**src/rtl/mu0_uart_pkg.sv**
```systemverilog
// Shared opcodes, frame lengths, FSM state and command record for the mu0 debug UART protocol.
// Pure declarations; no latency or flow control of its own.
package mu0_uart_pkg;

  localparam logic [7:0] UART_OP_WRITE = 8'h57;
  localparam logic [7:0] UART_OP_READ  = 8'h52;
  localparam logic [7:0] UART_ACK      = 8'h4B;

  localparam logic [2:0] WR_FRAME_LEN = 3'd5;
  localparam logic [2:0] RD_FRAME_LEN = 3'd3;

  typedef enum logic [1:0] {IDLE, SEND, WAIT_RSP, DONE} state_t;

  typedef struct packed {
    logic        write;
    logic [15:0] addr;
    logic [15:0] wdata;
  } cmd_t;

  // Big-endian frame layout: opcode, address, then write data.
  function automatic logic [7:0] frame_byte(input cmd_t cmd, input logic [2:0] idx);
    case (idx)
      3'd0:    frame_byte = cmd.write ? UART_OP_WRITE : UART_OP_READ;
      3'd1:    frame_byte = cmd.addr[15:8];
      3'd2:    frame_byte = cmd.addr[7:0];
      3'd3:    frame_byte = cmd.wdata[15:8];
      default: frame_byte = cmd.wdata[7:0];
    endcase
  endfunction

endpackage

```
**src/rtl/uart_byte_phy.sv**
```systemverilog
// 8N1 byte serialiser/deserialiser; TX start bit one cycle after tx_start, tx_done marks last stop-bit cycle.
// tx_start is taken only when idle or on tx_done (back-to-back); RX runs freely, rx_valid is a one-cycle strobe.
module uart_byte_phy #(
  parameter int DELAY_FRAMES = 234
) (
  input  logic       clk,
  input  logic       rst_n,
  input  logic       tx_start,
  input  logic [7:0] tx_byte,
  output logic       tx_done,
  output logic       uart_tx,
  input  logic       uart_rx,
  output logic       rx_valid,
  output logic [7:0] rx_byte,
  output logic       rx_frame_err
);

  localparam int CW = (DELAY_FRAMES > 2) ? $clog2(DELAY_FRAMES) : 1;
  localparam logic [CW-1:0] BIT_LAST  = CW'(DELAY_FRAMES - 1);
  localparam logic [CW-1:0] HALF_LAST = CW'(DELAY_FRAMES / 2 - 1);

  logic          tx_busy;
  logic [CW-1:0] tx_cnt;
  logic [3:0]    tx_bit;
  logic [8:0]    tx_shift;

  assign tx_done = tx_busy && (tx_cnt == BIT_LAST) && (tx_bit == 4'd9);

  always_ff @(posedge clk) begin
    if (!rst_n) begin
      tx_busy  <= 1'b0;
      tx_cnt   <= '0;
      tx_bit   <= 4'd0;
      tx_shift <= '1;
      uart_tx  <= 1'b1;
    end else if (tx_start && (!tx_busy || tx_done)) begin
      tx_busy  <= 1'b1;
      tx_cnt   <= '0;
      tx_bit   <= 4'd0;
      tx_shift <= {1'b1, tx_byte};
      uart_tx  <= 1'b0;
    end else if (tx_busy) begin
      if (tx_cnt == BIT_LAST) begin
        tx_cnt <= '0;
        if (tx_bit == 4'd9) begin
          tx_busy <= 1'b0;
          uart_tx <= 1'b1;
        end else begin
          tx_bit   <= tx_bit + 4'd1;
          uart_tx  <= tx_shift[0];
          tx_shift <= {1'b1, tx_shift[8:1]};
        end
      end else begin
        tx_cnt <= tx_cnt + 1'b1;
      end
    end
  end

  logic          rx_meta, rx_s, rx_prev, rx_act, rx_sample;
  logic [CW-1:0] rx_cnt;
  logic [3:0]    rx_bit;
  logic [7:0]    rx_shift;

  // Start bit is checked at half a bit; every later sample lands mid-bit.
  assign rx_sample    = rx_act && (rx_cnt == ((rx_bit == 4'd0) ? HALF_LAST : BIT_LAST));
  assign rx_valid     = rx_sample && (rx_bit == 4'd9);
  assign rx_byte      = rx_shift;
  assign rx_frame_err = ~rx_s;

  always_ff @(posedge clk) begin
    if (!rst_n) begin
      rx_meta  <= 1'b1;
      rx_s     <= 1'b1;
      rx_prev  <= 1'b1;
      rx_act   <= 1'b0;
      rx_cnt   <= '0;
      rx_bit   <= 4'd0;
      rx_shift <= '0;
    end else begin
      rx_meta <= uart_rx;
      rx_s    <= rx_meta;
      rx_prev <= rx_s;
      if (!rx_act) begin
        if (rx_prev && !rx_s) begin
          rx_act <= 1'b1;
          rx_cnt <= '0;
          rx_bit <= 4'd0;
        end
      end else if (rx_sample) begin
        rx_cnt <= '0;
        if (rx_bit == 4'd0) begin
          if (rx_s) rx_act <= 1'b0;
          else      rx_bit <= 4'd1;
        end else if (rx_bit == 4'd9) begin
          rx_act <= 1'b0;
        end else begin
          rx_shift <= {rx_s, rx_shift[7:1]};
          rx_bit   <= rx_bit + 4'd1;
        end
      end else begin
        rx_cnt <= rx_cnt + 1'b1;
      end
    end
  end

endmodule

```
**src/rtl/uart_cmd_master.sv**
```systemverilog
// UART command initiator: frames start on uart_tx the cycle after acceptance; rsp_valid one cycle after the reply/error.
// One command in flight; cmd_ready low from acceptance until after rsp_valid. UART_CMD_TIMEOUT_EN adds the reply timeout.
module uart_cmd_master
  import mu0_uart_pkg::*;
#(
  parameter int DELAY_FRAMES   = 234,
  parameter int TIMEOUT_CYCLES = 1_000_000
) (
  input  logic        clk,
  input  logic        rst_n,
  input  logic        uart_rx,
  output logic        uart_tx,
  input  logic        cmd_valid,
  output logic        cmd_ready,
  input  logic        cmd_write,
  input  logic [15:0] cmd_addr,
  input  logic [15:0] cmd_wdata,
  output logic        rsp_valid,
  output logic [15:0] rsp_data,
  output logic        rsp_error,
  output logic        busy
);

  localparam logic [23:0] TMO_LAST = 24'(TIMEOUT_CYCLES - 1);

  state_t     state;
  logic [2:0] idx;
  logic [7:0] rd_hi;
  cmd_t       cmd_in, cmd_q;
  logic       accept, tx_start, tx_done, rx_valid, rx_frame_err, tmo_hit;
  logic [7:0] tx_byte, rx_byte;
  logic [2:0] last_idx;

  assign cmd_in   = {cmd_write, cmd_addr, cmd_wdata};
  assign accept   = cmd_valid && cmd_ready;
  assign busy     = ~cmd_ready;
  assign last_idx = cmd_q.write ? (WR_FRAME_LEN - 3'd1) : (RD_FRAME_LEN - 3'd1);

  // The opcode is launched straight from the inputs so the start bit lands the cycle after acceptance.
  always_comb begin
    tx_start = 1'b0;
    tx_byte  = frame_byte(cmd_in, 3'd0);
    if (accept) begin
      tx_start = 1'b1;
    end else if (state == SEND && tx_done && idx != last_idx) begin
      tx_start = 1'b1;
      tx_byte  = frame_byte(cmd_q, idx + 3'd1);
    end
  end

  uart_byte_phy #(.DELAY_FRAMES(DELAY_FRAMES)) u_phy (
    .clk          (clk),
    .rst_n        (rst_n),
    .tx_start     (tx_start),
    .tx_byte      (tx_byte),
    .tx_done      (tx_done),
    .uart_tx      (uart_tx),
    .uart_rx      (uart_rx),
    .rx_valid     (rx_valid),
    .rx_byte      (rx_byte),
    .rx_frame_err (rx_frame_err)
  );

`ifdef UART_CMD_TIMEOUT_EN
  logic [23:0] tmo_cnt;
  assign tmo_hit = (tmo_cnt == TMO_LAST);

  always_ff @(posedge clk) begin
    if (!rst_n)                           tmo_cnt <= '0;
    else if (state != WAIT_RSP || rx_valid) tmo_cnt <= '0;
    else                                  tmo_cnt <= tmo_cnt + 24'd1;
  end
`else
  logic unused_tmo;
  assign tmo_hit    = 1'b0;
  assign unused_tmo = ^TMO_LAST;
`endif

  always_ff @(posedge clk) begin
    if (!rst_n) begin
      state     <= IDLE;
      idx       <= 3'd0;
      cmd_q     <= '0;
      rd_hi     <= 8'd0;
      cmd_ready <= 1'b1;
      rsp_valid <= 1'b0;
      rsp_data  <= 16'd0;
      rsp_error <= 1'b0;
    end else begin
      rsp_valid <= 1'b0;
      case (state)
        IDLE: if (accept) begin
          cmd_q     <= cmd_in;
          idx       <= 3'd0;
          cmd_ready <= 1'b0;
          state     <= SEND;
        end
        SEND: if (tx_done) begin
          if (idx == last_idx) begin
            idx   <= 3'd0;
            state <= WAIT_RSP;
          end else begin
            idx <= idx + 3'd1;
          end
        end
        WAIT_RSP: if (rx_valid) begin
          if (rx_frame_err || cmd_q.write) begin
            rsp_error <= rx_frame_err || (rx_byte != UART_ACK);
            rsp_data  <= 16'd0;
            rsp_valid <= 1'b1;
            state     <= DONE;
          end else if (idx == 3'd1) begin
            rsp_error <= 1'b0;
            rsp_data  <= {rd_hi, rx_byte};
            rsp_valid <= 1'b1;
            state     <= DONE;
          end else begin
            rd_hi <= rx_byte;
            idx   <= idx + 3'd1;
          end
        end else if (tmo_hit) begin
          rsp_error <= 1'b1;
          rsp_data  <= 16'd0;
          rsp_valid <= 1'b1;
          state     <= DONE;
        end
        DONE: begin
          cmd_ready <= 1'b1;
          state     <= IDLE;
        end
        default: state <= IDLE;
      endcase
    end
  end

endmodule

```
**config.mk**
```make
export PLATFORM = sky130hd
export DESIGN_NAME = uart_cmd_master
export DESIGN_NICKNAME = d
export VERILOG_FILES = /design/src/rtl/mu0_uart_pkg.sv /design/src/rtl/uart_byte_phy.sv /design/src/rtl/uart_cmd_master.sv
export SDC_FILE = /design/constraint.sdc
export NUM_CORES = 1
export LEC_CHECK = 0
export ABC_AREA = 1
export CORE_ASPECT_RATIO = 0.6
export CORE_MARGIN = 5
export CORE_UTILIZATION = 45
export CTS_CLUSTER_SIZE = 25
export DETAILED_ROUTE_END_ITERATION = 8
export PLACE_DENSITY_LB_ADDON = 0.3
export SLEW_MARGIN = 20
export SYNTH_ARGS = -nofsm -noshare
export SYNTH_HDL_FRONTEND = slang
export SYNTH_HIERARCHICAL = 1
export SYNTH_SLANG_ARGS = --single-unit
```
**constraint.sdc**
```tcl
create_clock -name clk -period 5.43 [get_ports clk]
set_clock_uncertainty 0.1 [all_clocks]
set_input_delay 0.543 -clock clk [delete_from_list [all_inputs] [get_ports clk]]
set_output_delay 0.543 -clock clk [all_outputs]
set_load 0.01 [all_outputs]
```
* Yosys cells after proc, flatten, opt, wreduce, memory -nomap -nowiden
Cells that the tools add are included.
** Storage, ports and cells
- Register bits after elaboration :: 111
- Bits of input ports :: 37
- Output and inout bits :: 21
** Operators by class
- Add/sub/neg operators :: 5
- Equality and inequality tests :: 25
- Muxes and demuxes :: 59
- Bitwise logic cells :: 8
- Reductions and logical operators :: 36
** Operators with widths (number)
- 8-bit two-way mux :: 11
- 16-bit two-way mux :: 2
- 8-bit one-hot mux with 4 select lines :: 1
- 3-bit two-way mux :: 9
- 4-bit two-way mux :: 6
- 1-bit two-way mux :: 21
- 8-bit by 1-bit adder with 8-bit output, second input constant :: 2
- 2-bit two-way mux :: 6
- 2-bit != test, second input constant :: 6
- 3-bit AND reduction :: 4
- 4-bit AND reduction :: 3
- 2-bit nonzero test :: 5
- 1-bit logical AND :: 9
- 3-bit != test, second input constant :: 3
- 3-bit one-hot mux with 3 select lines :: 1
- 4-bit by 1-bit adder with 4-bit output, second input constant :: 2
- 4-bit equality test, second input constant :: 2
- 8-bit equality test :: 1
- 8-bit equality test, second input constant :: 1
- 8-bit by 7-bit != test with 1-bit output, second input constant :: 1
- 1-bit NOT :: 8
- 2-bit one-hot mux with 4 select lines :: 1
- 3-bit by 1-bit equality test with 1-bit output, second input constant :: 2
- 3-bit by 2-bit equality test with 1-bit output, second input constant :: 2
- other kinds (17) :: 24

* Longest topological paths before layout
Gate-level depths: netlist of run 1.
- Word-level depth :: 10
- Depth in mapped cells :: 15

* Modules after synthesis
Netlist of run 1, hierarchy kept.
** By module, submodules not included
- uart_cmd_master :: instances 1, cells each 400, area an instance 3017.9 um^2, sequential area each 1301.2 um^2
- uart_byte_phy :: instances 1, cells each 339, area an instance 2439.8 um^2, sequential area each 920.9 um^2

* Worst setup path after synthesis of run 1
No wires, ideal clock.
- Kind :: register to register
- From :: register u_phy.rx_bit[0]
- To :: register idx[1]
- Setup time :: 0.070 ns
- Arrival :: 2.285 ns
- Data required time :: 5.260 ns
- Setup slack :: 2.975 ns
- Stages on the path, launching flop included :: 14
- Path through :: dfxtp_1 > inv_1 > ha_1 > nand3_2 > nand2_1 > nand2_1 > nand3_1 > nor3_1 > inv_2 > a21oi_1 > nand3_2 > nor2_2 > nand3_1 > a21oi_1
** On the way
- Word-level cells in the longest chain between the ends :: 7
- Elaborated cells on any way between the ends :: 8
- Those cells by class :: 3 x eq/ne; 1 x mux; 4 x reduce/logical
** Ends and longest elaborated chain
- start, declared :: line uart_byte_phy.sv:61 : logic [3:0] rx_bit;
- start signal, assigned :: line uart_byte_phy.sv:98 : rx_bit <= rx_bit + 4'd1;
- 4-bit zero test :: line uart_byte_phy.sv:65 : assign rx_sample = rx_act && (rx_cnt == ((rx_bit == 4'd0) ? HALF_LAST : BIT_LAST));
- 8-bit two-way mux :: line uart_byte_phy.sv:65
- 8-bit equality test :: line uart_byte_phy.sv:65
- 1-bit logical AND :: line uart_byte_phy.sv:65
- 1-bit logical AND * :: line uart_byte_phy.sv:66 : assign rx_valid = rx_sample && (rx_bit == 4'd9);
- named net rx_valid :: line uart_cmd_master.sv:30 : logic accept, tx_start, tx_done, rx_valid, rx_frame_err, tmo_hit;
- 2-bit != test (no source line) *
- 6-bit AND reduction (no source line) *
- end signal, assigned :: line uart_cmd_master.sv:103 : idx <= idx + 3'd1;
- end signal, assigned :: line uart_cmd_master.sv:119 : idx <= idx + 3'd1;
- end, declared :: line uart_cmd_master.sv:27 : logic [2:0] idx;
The timed path passes the listed nets; every way through them passes the cells marked *.
A chain may end at the register's enable or synchronous reset.

* Final worst setup path of run 1
- From :: register u_phy.rx_bit[0]
- To :: register idx[2]
Same word-level chain as after synthesis.

==> qor.yml, run 1 <==
ir_drop_v: 0.000175
clock_latency_ps: 360
cts_resized: 0
clockRootBuffer: "clkbuf_16"
routedWlPerCell_um: 13.1
critical_path_class: "flip-flop to flip-flop"
clk_pin_slew_ps: 80
initial_core_util_pct: 45.7
hpwlAfterDp_mm: 9.00
grt_use_met2_pct: 27.4
cp_top_family: "simple AND/OR/NAND/NOR gates"
rows: 31
slowest_stage: "nor3_1"
timing.final.crit_share_pct: 54.7
nNetsFinal: 833
synth_area_per_cell_um2: 7.39
rsz0062_at_grt: "false"
dieArea_um2: 14500
use_met3_pct: 5.17
clock-sinks: 111
top_usage_layer: "met2"
cts_tree: "yes"
total_power_mw: 2.13
worst_pin_slew_ps: 1090
max_freq_ghz: 0.337
drt_first_pass_iters: 5
startpoint_type: "flip-flop"
synthesis.nets: 793
max_cap_viol_count: 0
ys_ff_latch: 111
crit_chain: "inv_1 > ha_1 > nand3_2 > nand2_1 > nand2_1 > nand3_1 > nor3_1 > inv_2 > a21oi_1 > nand3_2 > nor2_2 > nand3_1 > a21oi_1"
synthToLayoutAreaGrowth_pct: 16.8
vias: 4845
finalWirelength_mm: 12.5
hold_viol: 0
period_minus_slack_ps: 2970
io_pins: 58
io_buffers: 57
slew_headroom_pct: 26.8
grt_usage_pct: 17.7
global_route.usage.met1_pct: 24.0
p_leak_nw: 2.51
end_kind: "flip-flop"
setup_viol: 0
core-area_um2: 11900
finalWeightedCongestion: 0.841
grt_start_max_net_pins: 40
drtIter0Drc: 413
route.detailed.drc: 0
n_antenna_cell: 0
syn-instance-count: 739
grt_pass1_vias: 4505
die_height_um: 95.3
syn_area_um2: 5460
die_w_um: 152
status: "finished, final reports clean"
drive_gt1_share_pct: 8.80
hold_class: "flip-flop to flip-flop"
clk_path_buf_depth: 2
powerDensity_nw_per_um2: 335
maxSlewViolCount: 0
cpPeakStageDelay_ps: 850
critPathMaxFanout: 7
post_cts_buffers: 0
htree_levels: 3
crit_buf_inv: 2
gr-total-overflow: 0
ys_seq_area_share_pct: 40.7
antenna_left: 0
postCtsHoldBufs: 0
cts_buffers: 9
antenna_found_initial: 0
via_per_inst: 5.11
tns_ps: 0
grt_pass1_wl_mm: 21.2
cp.arrival_ps: 3150
whs_ps: 317
ys_warn_count: 6
required_ps: 5610
synth.distinct_cells: 43
## routing by layer
metal / wire (um) / part of all wire [%]
met1: 6250 / 50
met3: 845 / 6.8
met2: 5220 / 42
met5: 0 / 0
met4: 167 / 1.3
## registers in the layout (all words and copies together) (netlist names), 2 cells and up
| signal | cells |
|---|---|
| u_phy/tx_cnt | 8 |
| cmd_q | 33 |
| rd_hi | 8 |
| u_phy/tx_shift | 8 |
| u_phy/rx_cnt | 8 |
| u_phy/tx_bit | 4 |
| idx | 3 |
| u_phy/rx_byte | 8 |
| u_phy/rx_bit | 4 |
| state | 2 |
| rsp_data | 16 |
## cell families after synthesis
kind of cell	count (synthesis)	synth area share (%)
AOI/OAI and AO/OA	125	13.0
xor gates and xnor gates	14	2.38
adders and majority gates	17	3.90
buffers and inverters	113	8.87
DFF	111	40.7
and+or+nand+nor	359	31.2
## Yosys cell counts (all sizes together)
master	instances	area, um2
o21ai	41	220
xnor2	7	68.8
nor3b	2	15.0
a21oi	70	369
clkinv	3	11.3
o31ai	9	82.6
buf	22	140
ha	17	213
a221o	1	10.0
nor4	1	6.26
o22ai	3	18.8
nand4	14	93.8
nor2	56	258
dfxtp	111	2220
xor2	7	61.3
nand3b	1	7.51
nand3	97	543
nand2	178	721
o211ai	1	7.51
nor3	5	25.0
inv	80	303
or2	5	31.3
clkbuf	8	30.0
## metrics by stage
step,instances,util [%],worst slack [ps],instance area (um2)
after CTS,949,53.4,2180,6370
final,949,53.4,2460,6370
after floorplan,739,-,2970,5460
after detailed placement,933,50.8,2230,6070
after global routing,949,53.4,2150,6370
after global placement,933,50.8,2410,6070
## area by class of cell
class                   count  area (um2)
clock buffers               9         225
clock inverters             7        75.1
fillers                  1139        5570
inverters                  83         314
multi-input cells         515        2750
flip-flops and latches    111        2220
well taps                 165         206
repair buffers             59         581
## path summary, 6_finish.rpt
| kind | startpoint | endpoint | slack, ps | cells past startpoint |
|---|---|---|---|---|
| worst max-delay path | u_phy/rx_bit[0] | idx[2] | 2460 | 13 |
| worst min-delay path | u_phy/rx_meta | u_phy/rx_s | 320 | 1 |
| worst max register to register | u_phy/rx_bit[0] | idx[2] | 2460 | 13 |
| worst min register to register | u_phy/rx_meta | u_phy/rx_s | 320 | 1 |
## power by group
group / internal [mW] / switching, mW / leakage [nW] / total (mW)
logic: 0.177 / 0.341 / 1.46 / 0.517
registers: 0.897 / 0.0565 / 0.903 / 0.954
clock network: 0.328 / 0.335 / 0.145 / 0.663
total: 1.40 / 0.733 / 2.51 / 2.13
## layout by cell type (no fill, tap or decap), types with 6 or more instances in the layout
cell and n:
a21oi_1 67, clkbuf_16 9, clkdlybuf4s50_1 56, dfxtp_1 111, ha_1 17, inv_1 70, inv_2 9, nand2_1 167
nand2_2 6, nand3_1 90, nand4_1 13, nor2_1 47, o21ai_0 37, o31ai_1 6, xnor2_1 6, xor2_1 7
(Power assumes the default switching activity.)
==> run 2: changes to the inputs <==
==> constraint.sdc (replaced) <==
create_clock -name clk -period 3 [get_ports clk]
set_clock_uncertainty 0.1 [all_clocks]
set_input_delay 0.3 -clock clk [delete_from_list [all_inputs] [get_ports clk]]
set_output_delay 0.3 -clock clk [all_outputs]
set_load 0.01 [all_outputs]
==> run 2 against run 1 <==
Net effect:
- critical path depth unchanged
- via count up 1.7%
- maximum frequency up 18%
- sequential power up 80%
- critical path type unchanged
- largest power group unchanged
- largest cell class unchanged
- flip-flop and latch count unchanged
- die area unchanged
- global-route usage up 0.15 points
- power up 79%
- non-clock buffer count up 8
==> qor.yml, run 2 (synthesized netlist as in run 1, its figures left out) <==
hpwlAfterDp_mm: 9.32  # was 9.00 mm
synthToLayoutAreaGrowth_pct: 17.5  # was 16.8%
io_buffers: 57  # unchanged
max_freq_ghz: 0.397  # was 0.337 GHz
hold_viol: 0  # unchanged
min_to: "u_phy/rx_cnt[3]"  # was u_phy/rx_s
largest_reg_flops: 33  # unchanged
rrSetupSlack_ps: 480  # was 2460 ps
postCtsHoldBufs: 0  # unchanged
die_height_um: 95.3  # unchanged
vias: 4929  # was 4845
rows: 31  # unchanged
grt_pass1_wl_mm: 21.6  # was 21.2 mm
maxSlewViolCount: 0  # unchanged
clockPowerShare_pct: 29.7  # was 31.1%
rsz0062_at_grt: "false"  # unchanged
finalWeightedCongestion: 0.862  # was 0.841
period_minus_slack_ps: 2520  # was 2970 ps
clk_pin_slew_ps: 70  # was 80 ps
clockRootBuffer: "clkbuf_16"  # unchanged
grt_start_max_net_pins: 42  # was 40
dp_cells: 941  # was 933
via_per_inst: 5.16  # was 5.11
cts_buffers: 9  # unchanged
drive_gt1_share_pct: 9.61  # was 8.80%
die_w_um: 152  # unchanged
regMostFlops: "cmd_q"  # unchanged
top_regs: "cmd_q: 33 flops, rsp_data: 16 flops"  # unchanged
timing.final.crit_share_pct: 84.0  # was 54.7%
r2r-start: "u_phy/tx_cnt[0]"  # was u_phy/rx_bit[0]
routedWlPerCell_um: 13.3  # was 13.1 um
fin_ws_ps: 481  # was 2460 ps
io_pins: 58  # unchanged
initial_core_util_pct: 45.7  # unchanged
postPlaceCellArea_um2: 6130  # was 6070 um2
post_cts_buffers: 0  # unchanged
p_sw_mw: 1.29  # was 0.733 mW
status: "finished, final reports clean"  # unchanged
drt_first_pass_iters: 5  # unchanged
critPathMaxFanout: 12  # was 7
fin_cells: 956  # was 949
final_cell_mix: "nand2_1, dfxtp_1, nand3_1"  # unchanged
clock_latency_ps: 350  # was 360 ps
clock-sinks: 111  # unchanged
final_common_cell: "nand2_1"  # unchanged
htree_levels: 3  # unchanged
startpoint_type: "flip-flop"  # unchanged
clk_path_buf_depth: 2  # unchanged
design_area_um2: 6410  # was 6370 um2
grt_usage_pct: 17.9  # was 17.7%
hold_depth: 3  # was 1
pwr-share-comb_pct: 25.2  # was 24.2%
tns_ps: 0  # unchanged
p_int_mw: 2.54  # was 1.40 mW
finalWirelength_mm: 12.7  # was 12.5 mm
post-place-ws_ps: 491  # was 2230 ps
worstHoldStart: "rst_n"  # was u_phy/rx_meta
grt_pass1_vias: 4576  # was 4505
cp.arrival_ps: 2640  # was 3150 ps
powerDensity_nw_per_um2: 597  # was 335 nW/um2
r2r_cells: 13  # unchanged
antenna_left: 0  # unchanged
required_ps: 3120  # was 5610 ps
ir_drop_v: 0.000338  # was 0.000175 V
setup_viol: 0  # unchanged
end_kind: "flip-flop"  # unchanged
post-route-util_pct: 53.7  # was 53.4%
core-area_um2: 11900  # unchanged
gr-total-overflow: 0  # unchanged
max_cap_viol_count: 0  # unchanged
reg2reg_to: "u_phy/tx_shift[2]"  # was idx[2]
critical_path_class: "flip-flop to flip-flop"  # unchanged
dieArea_um2: 14500  # unchanged
antenna_found_initial: 0  # unchanged
power_frac_seq_pct: 45.1  # was 44.7%
cts_resized: 0  # unchanged
hold_class: "primary input to flip-flop"  # was flip-flop to flip-flop
drtIter0Drc: 332  # was 413
worst_pin_slew_ps: 525  # was 1090 ps
n_antenna_cell: 0  # unchanged
p_leak_nw: 2.54  # was 2.51 nW
fill_cells: 1144  # was 1139
slew_headroom_pct: 64.9  # was 26.8%
cts_tree: "yes"  # unchanged
swShare_pct: 33.7  # was 34.3%
nNetsFinal: 841  # was 833
route.detailed.drc: 0  # unchanged
[run 2: changes by cell type in the layout (fill, tap and decap cells not counted), sizes merged]
cell and change:
buf +8, inv -1
[run 2: stage by stage]
step / total power [mW] / hold WS, ps
floorplan: 2.44 / 293
global placement: 2.67 / 328
detailed placement: 2.71 / 322
CTS: 3.85 / 246
global route: 4.05 / 272
finish: 3.83 / 258
[run 2: final cells by class]
cell class,instances,area (um2),area share (%)
clock buffers,9,225,3.51
well taps,165,206,3.22
flip-flops and latches,111,2220,34.6
inverters,83,314,4.90
clock inverters,6,53.8,0.839
repair buffers,67,641,9.99
multi-input cells,515,2750,42.9
[run 2: worst max path at each step]
stage                     from           endpoint  slack, ps  cells after the start
6_report       u_phy/tx_cnt[0]  u_phy/tx_shift[2]        480                     13
5_1_grt        u_phy/tx_cnt[0]  u_phy/tx_shift[0]        230                     13
4_1_cts        u_phy/tx_cnt[0]  u_phy/tx_shift[2]        460                     13
3_5_place_dp   u_phy/tx_cnt[0]  u_phy/tx_shift[2]        490                     13
3_3_place_gp   u_phy/tx_cnt[0]  u_phy/tx_shift[1]        710                     13
2_1_floorplan  u_phy/rx_bit[0]             idx[1]        540                     13
[run 2: power groups by stage]
stage | Sequential (mW) | Combinational [mW] | Clock [mW]
after floorplan | 1.72 | 0.711 | 0
after global placement | 1.75 | 0.923 | 0
after detailed placement | 1.76 | 0.957 | 0
after CTS | 1.72 | 0.964 | 1.17
after global routing | 1.74 | 1.09 | 1.22
final | 1.72 | 0.966 | 1.14
[run 2: worst max-delay path: stages (launching register included)]
cell	delay, ps
dfxtp_1	410
ha_1	190
nand2_1	60
nor2_2	170
nand3_4	150
nor2_1	220
inv_1	80
o21ai_0	250
buf_4	220
nand2_4	130
nand2_1	120
nand2_2	120
nand2_1	80
nand3_1	80
[run 2: metal layers]
layer	up-vias	share of wire (%)	track usage, %
met1	2289	50	25.3
met5	-	0	0
met4	0	0.89	4.64
li1	2515	-	-
met2	115	44	27.8
met3	10	5.0	3.95
